### config.mk
export PLATFORM = sky130hd
export DESIGN_NAME = mc_control
export DESIGN_NICKNAME = d
export VERILOG_FILES = /design/src/rtl/mc_control.sv
export SDC_FILE = /design/constraint.sdc
export NUM_CORES = 1
export LEC_CHECK = 0
export BUFFER_PORTS_ARGS = -buffer_cell sky130_fd_sc_hd__buf_2
export CORE_MARGIN = 2
export CORE_UTILIZATION = 26
export DETAILED_ROUTE_END_ITERATION = 12
export PLACE_DENSITY = 0.51
export RECOVER_POWER = 25
export SLEW_MARGIN = 20
export SYNTH_ARGS = -nofsm -noshare
export SYNTH_HDL_FRONTEND = slang
export SYNTH_SLANG_ARGS = --single-unit
### constraint.sdc
create_clock -name clk -period 1.9 [get_ports clk]
set_clock_uncertainty 0.2 [all_clocks]
set_input_delay 0.095 -clock clk [delete_from_list [all_inputs] [get_ports clk]]
set_output_delay 0.095 -clock clk [all_outputs]
set_load 0.01 [all_outputs]
### src/rtl/mc_control.sv
// mc_control: multi-cycle Moore control FSM driving the 32-bit datapath muxes,
// write enables and ALU operation select from opcode/funct.
module mc_control (
    input  logic       clk,
    input  logic       rst,
    input  logic [5:0] opcode,
    input  logic [5:0] funct,
    input  logic       zero,
    output logic [3:0] alu_sel,
    output logic       alu_src_a,
    output logic [1:0] alu_src_b,
    output logic [1:0] pc_source,
    output logic       pc_write,
    output logic       i_or_d,
    output logic       mem_read,
    output logic       mem_write,
    output logic       ir_write,
    output logic       reg_write,
    output logic       reg_dst,
    output logic       mem_to_reg,
    output logic       instr_done,
    output logic       illegal,
    output logic [3:0] state
);
    typedef enum logic [3:0] {
        FETCH = 4'd0, DECODE = 4'd1, MEM_ADDR = 4'd2, MEM_RD = 4'd3,
        MEM_WB = 4'd4, MEM_WR = 4'd5, R_EXEC = 4'd6, R_WB = 4'd7,
        BRANCH = 4'd8, JUMP = 4'd9, I_EXEC = 4'd10, I_WB = 4'd11
    } state_t;

    localparam logic [5:0] OP_R = 6'b000000, OP_LW = 6'b100011, OP_SW = 6'b101011;
    localparam logic [5:0] OP_BEQ = 6'b000100, OP_J = 6'b000010, OP_ADDI = 6'b001000;

    state_t     state_q, state_d;
    logic [3:0] r_sel;
    logic       op_ok, legal;

    // 4'hf marks an unsupported funct
    assign r_sel = funct == 6'b100000 ? 4'd0 :
                   funct == 6'b100010 ? 4'd1 :
                   funct == 6'b011000 ? 4'd2 :
                   funct == 6'b011010 ? 4'd3 :
                   funct == 6'b100100 ? 4'd4 :
                   funct == 6'b100101 ? 4'd5 :
                   funct == 6'b100111 ? 4'd6 :
                   funct == 6'b000100 ? 4'd7 :
                   funct == 6'b000110 ? 4'd8 : 4'hf;
    assign op_ok = opcode == OP_R || opcode == OP_LW || opcode == OP_SW ||
                   opcode == OP_BEQ || opcode == OP_J || opcode == OP_ADDI;
    assign legal = op_ok && (opcode != OP_R || r_sel != 4'hf);
    assign state = state_q;

    always_ff @(posedge clk or posedge rst) begin
        if (rst) state_q <= FETCH;
        else     state_q <= state_d;
    end

    always_comb begin
        state_d    = FETCH;
        alu_sel    = 4'd0;
        alu_src_a  = 1'b0;
        alu_src_b  = 2'b00;
        pc_source  = 2'b00;
        pc_write   = 1'b0;
        i_or_d     = 1'b0;
        mem_read   = 1'b0;
        mem_write  = 1'b0;
        ir_write   = 1'b0;
        reg_write  = 1'b0;
        reg_dst    = 1'b0;
        mem_to_reg = 1'b0;
        instr_done = 1'b0;
        illegal    = 1'b0;
        case (state_q)
            FETCH: begin
                mem_read  = 1'b1;
                ir_write  = 1'b1;
                alu_src_b = 2'b01;
                pc_write  = 1'b1;
                state_d   = DECODE;
            end
            DECODE: begin
                alu_src_b = 2'b11;
                illegal   = !legal;
                state_d   = !legal ? FETCH :
                            (opcode == OP_LW || opcode == OP_SW) ? MEM_ADDR :
                            opcode == OP_R ? R_EXEC :
                            opcode == OP_BEQ ? BRANCH :
                            opcode == OP_J ? JUMP : I_EXEC;
            end
            MEM_ADDR: begin
                alu_src_a = 1'b1;
                alu_src_b = 2'b10;
                state_d   = opcode == OP_LW ? MEM_RD : MEM_WR;
            end
            MEM_RD: begin
                i_or_d   = 1'b1;
                mem_read = 1'b1;
                state_d  = MEM_WB;
            end
            MEM_WB: begin
                reg_write  = 1'b1;
                mem_to_reg = 1'b1;
                instr_done = 1'b1;
            end
            MEM_WR: begin
                i_or_d     = 1'b1;
                mem_write  = 1'b1;
                instr_done = 1'b1;
            end
            R_EXEC: begin
                alu_src_a = 1'b1;
                alu_sel   = r_sel;
                state_d   = R_WB;
            end
            R_WB: begin
                reg_write  = 1'b1;
                reg_dst    = 1'b1;
                instr_done = 1'b1;
            end
            BRANCH: begin
                alu_src_a  = 1'b1;
                alu_sel    = 4'd1;
                pc_source  = 2'b01;
                pc_write   = zero;
                instr_done = 1'b1;
            end
            JUMP: begin
                pc_source  = 2'b10;
                pc_write   = 1'b1;
                instr_done = 1'b1;
            end
            I_EXEC: begin
                alu_src_a = 1'b1;
                alu_src_b = 2'b10;
                state_d   = I_WB;
            end
            I_WB: begin
                reg_write  = 1'b1;
                instr_done = 1'b1;
            end
            default: state_d = FETCH;
        endcase
        // reset silences every control output so no write can leak through
        if (rst) begin
            alu_sel    = 4'd0;
            alu_src_a  = 1'b0;
            alu_src_b  = 2'b00;
            pc_source  = 2'b00;
            pc_write   = 1'b0;
            i_or_d     = 1'b0;
            mem_read   = 1'b0;
            mem_write  = 1'b0;
            ir_write   = 1'b0;
            reg_write  = 1'b0;
            reg_dst    = 1'b0;
            mem_to_reg = 1'b0;
            instr_done = 1'b0;
            illegal    = 1'b0;
        end
    end
endmodule

==> results.tsv <==
stage	metric	value	unit
logic_synthesis	Synth warnings	0	
finish	fin nets	162	
placed_design	gp weighted congestion	0.726	
global_routing	Overall Global Routing Usage	13.8	%
route	Routed WL	2190	um
finish	Non-Filler Instances	176	
route	TritonRoute pass-1 iters	4	
worst_setup_path	WS Path Type	flip-flop to output port	
worst_setup_path	Req. time, crit path	1.60	ns
finish	register area	100	um^2
timing	Final Max Tran Viols	0	
finish	FILL cells	301	
timing	Final Hold Violating Endpoints	0	
placed_design	Post-Place Cells	169	
floorplan	height of the chip	57.0	um
worst_hold_path	hold crit path type	primary input to flip-flop	
route	DR vias/cell	5.29	
timing	Setup-failing EPs final	0	
floorplan	die area	3250	um^2
global_routing	initial antenna violation count	0	
clock_network	Clock Tree Root	clkbuf_4	
finish	synthesis-to-finish area growth	46.4	%
route	DRC Markers	0	
flow_run	max_cap viols	0	
logic_synthesis	#FFs+latches synth	4	
worst_setup_path	CP endpoint kind	output port	
clock_network	TritonCTS clock tree	yes	
route	DR iter-0 viols	18	
logic_synthesis	Main synth FF type	dfrtp_1	
worst_setup_path	startpoint types	flip-flop	
global_routing	first-pass GRT wire length	3680	um
logic_synthesis	synth unique cells	45	
logic_synthesis	area leader, netlist	dfrtp_1	
worst_setup_path	Worst EP arrival	1.51	ns
route	via count	931	
finish	layout cells sized above 1	42.1	%
finish	Largest register FFs	4	
worst_setup_path	Critical Path Fanout Max	4	
logic_synthesis	most frequent cell after synthesis	nor3_1	
logic_synthesis	Mapped Nets	117	
floorplan	Core ar.	2710	um^2
logic_synthesis	Avg Cell Area, Syn	7.16	um^2
clock_network	H-tree Lvls	1	
route	Final ANT Viol Nets	0	
clock_network	Max Root-Sink Buffers	2	
clock_network	CTS sink count	4	
timing	Slew headroom	68.0	%
timing	worst hold slack	0.00857	ns
timing	Worst-Margin Slew	0.477	ns
power	leakage power	0.491	nW
clock_network	clock slew at reported path FFs	0.03	ns
finish	Antenna diodes	0	
global_routing	gr ovfl total	0	
route	DR WL/cell	12.4	um
global_routing	largest net degree at the start of global routing	14	
placed_design	detailed placement HPWL	1690	um
outcome	status	complete, no violations	
timing	RSZ-0062 raised after global routing	false	
logic_synthesis	Commonest cells post-synth	nor3_1, nor2_1, nand2_1, o21ai_0, clkbuf_1	
worst_setup_path	R2R depth	3	
floorplan	FP Rows	19	
logic_synthesis	largest cells by area after synthesis	dfrtp_1, nor3_1, o21ai_0	
clock_network	clock latency on the worst-skew pair	0.24	ns
logic_synthesis	asr flop ratio synth	100	%
logic_synthesis	Post-synth EDFFs	0	
clock_network	CTS Buf Count	3	
timing	crit path time final	1.81	ns
timing	setup TNS	0	ns
worst_hold_path	Worst Hold Depth	4	
floorplan	Boundary Pins	38	
finish	final core utilization	39.5	%
power	Pwr Density	532	nW/um^2
logic_synthesis	sequential fraction of the synthesis area	13.7	%
timing	Tcrit/Tclk final	95.1	%
finish	area taken by multi-input logic gates	627	um^2
logic_synthesis	Post-Synthesis Cell Area	731	um^2
global_routing	vias in the first global route	842	
logic_synthesis	Cells after Synth	102	
logic_synthesis	share of the synthesized area in the top cell type	13.7	%
placed_design	I/O Buffers	37	
power	maximum vdd ir drop	0.000508	V
floorplan	Die Wd	57.0	um
timing	Achievable Freq	554	MHz
floorplan	Initial Utilization	27.0	%
-- path summary, 6_finish.rpt --
check / slack, ns / endpoint / startpoint
max: 0.09 / alu_sel[1] / state[3]
min: 0.009 / state[0] / opcode[4]
max reg2reg: 0.20 / state[3] / state[3]
min reg2reg: 0.42 / state[2] / state[1]
max in group asynchronous: 1.06 / state[0] / rst
min in group asynchronous: 0.28 / state[2] / rst
-- critical path, cell delays in order, from the launching register on --
cell     delay, ns
dfrtp_1       0.39
or3b_4        0.41
inv_2         0.08
nand2_2       0.08
a31oi_2       0.17
buf_2         0.15
-- stage by stage --
step	setup slack [ns]	power, mW	cell area (um^2)
5_1_grt	0.00514	0.621	1070
3_3_place_gp	0.0821	0.447	968
3_5_place_dp	0.0711	0.450	968
4_1_cts	0.00933	0.566	1040
6_report	0.0935	0.569	1070
2_1_floorplan	0.205	0.313	731
-- what timing repair did --
action                                  4_1_cts  5_1_grt
buffers inserted                              1        0
endpoints found under the setup margin        3        5
hold buffers                                  3        0
resized for setup                             2        8
endpoints found under the hold margin         5        0
cloned                                        0        0
pin swaps                                     1        1
-- layout make-up --
cell class,instances,area share [%]
multi-input cells,86,58.6
repair buffers,48,24.9
flip-flops and latches,4,9.36
well taps,31,3.63
clock buffers,3,2.11
inverters,4,1.40
-- cell usage in the layout, fill, tap and decap left out, types with 4 or more instances in the layout --
master / count
buf_2: 36
nand3_1: 4
nor2_1: 8
buf_4: 6
o21ai_0: 6
dfrtp_1: 4
nand2_1: 5
nor3_1: 9
-- logic make-up after synthesis --
kind of cell | synth area share [%]
AO/OA/AOI/OAI | 25.3
adder cells (fa/ha/maj) | 1.37
XOR/XNOR | 5.99
buffers and inverters | 7.36
AND/OR/NAND/NOR | 46.2
flip-flops | 13.7
-- power breakdown --
group | internal [mW] | switching, mW | leakage [nW]
logic | 0.144 | 0.200 | 0.424
registers | 0.0999 | 0.0190 | 0.0534
clock network | 0.0706 | 0.0349 | 0.0138
-- metal layers --
layer	GRT usage, %	vias up	part of all wire [%]
li1	-	479	-
met1	18.8	426	47
met2	23.2	26	49
met3	2.72	0	4.6
met4	1.99	0	0
met5	0	-	0
Note: power is estimated with default switching activity, not from simulation.
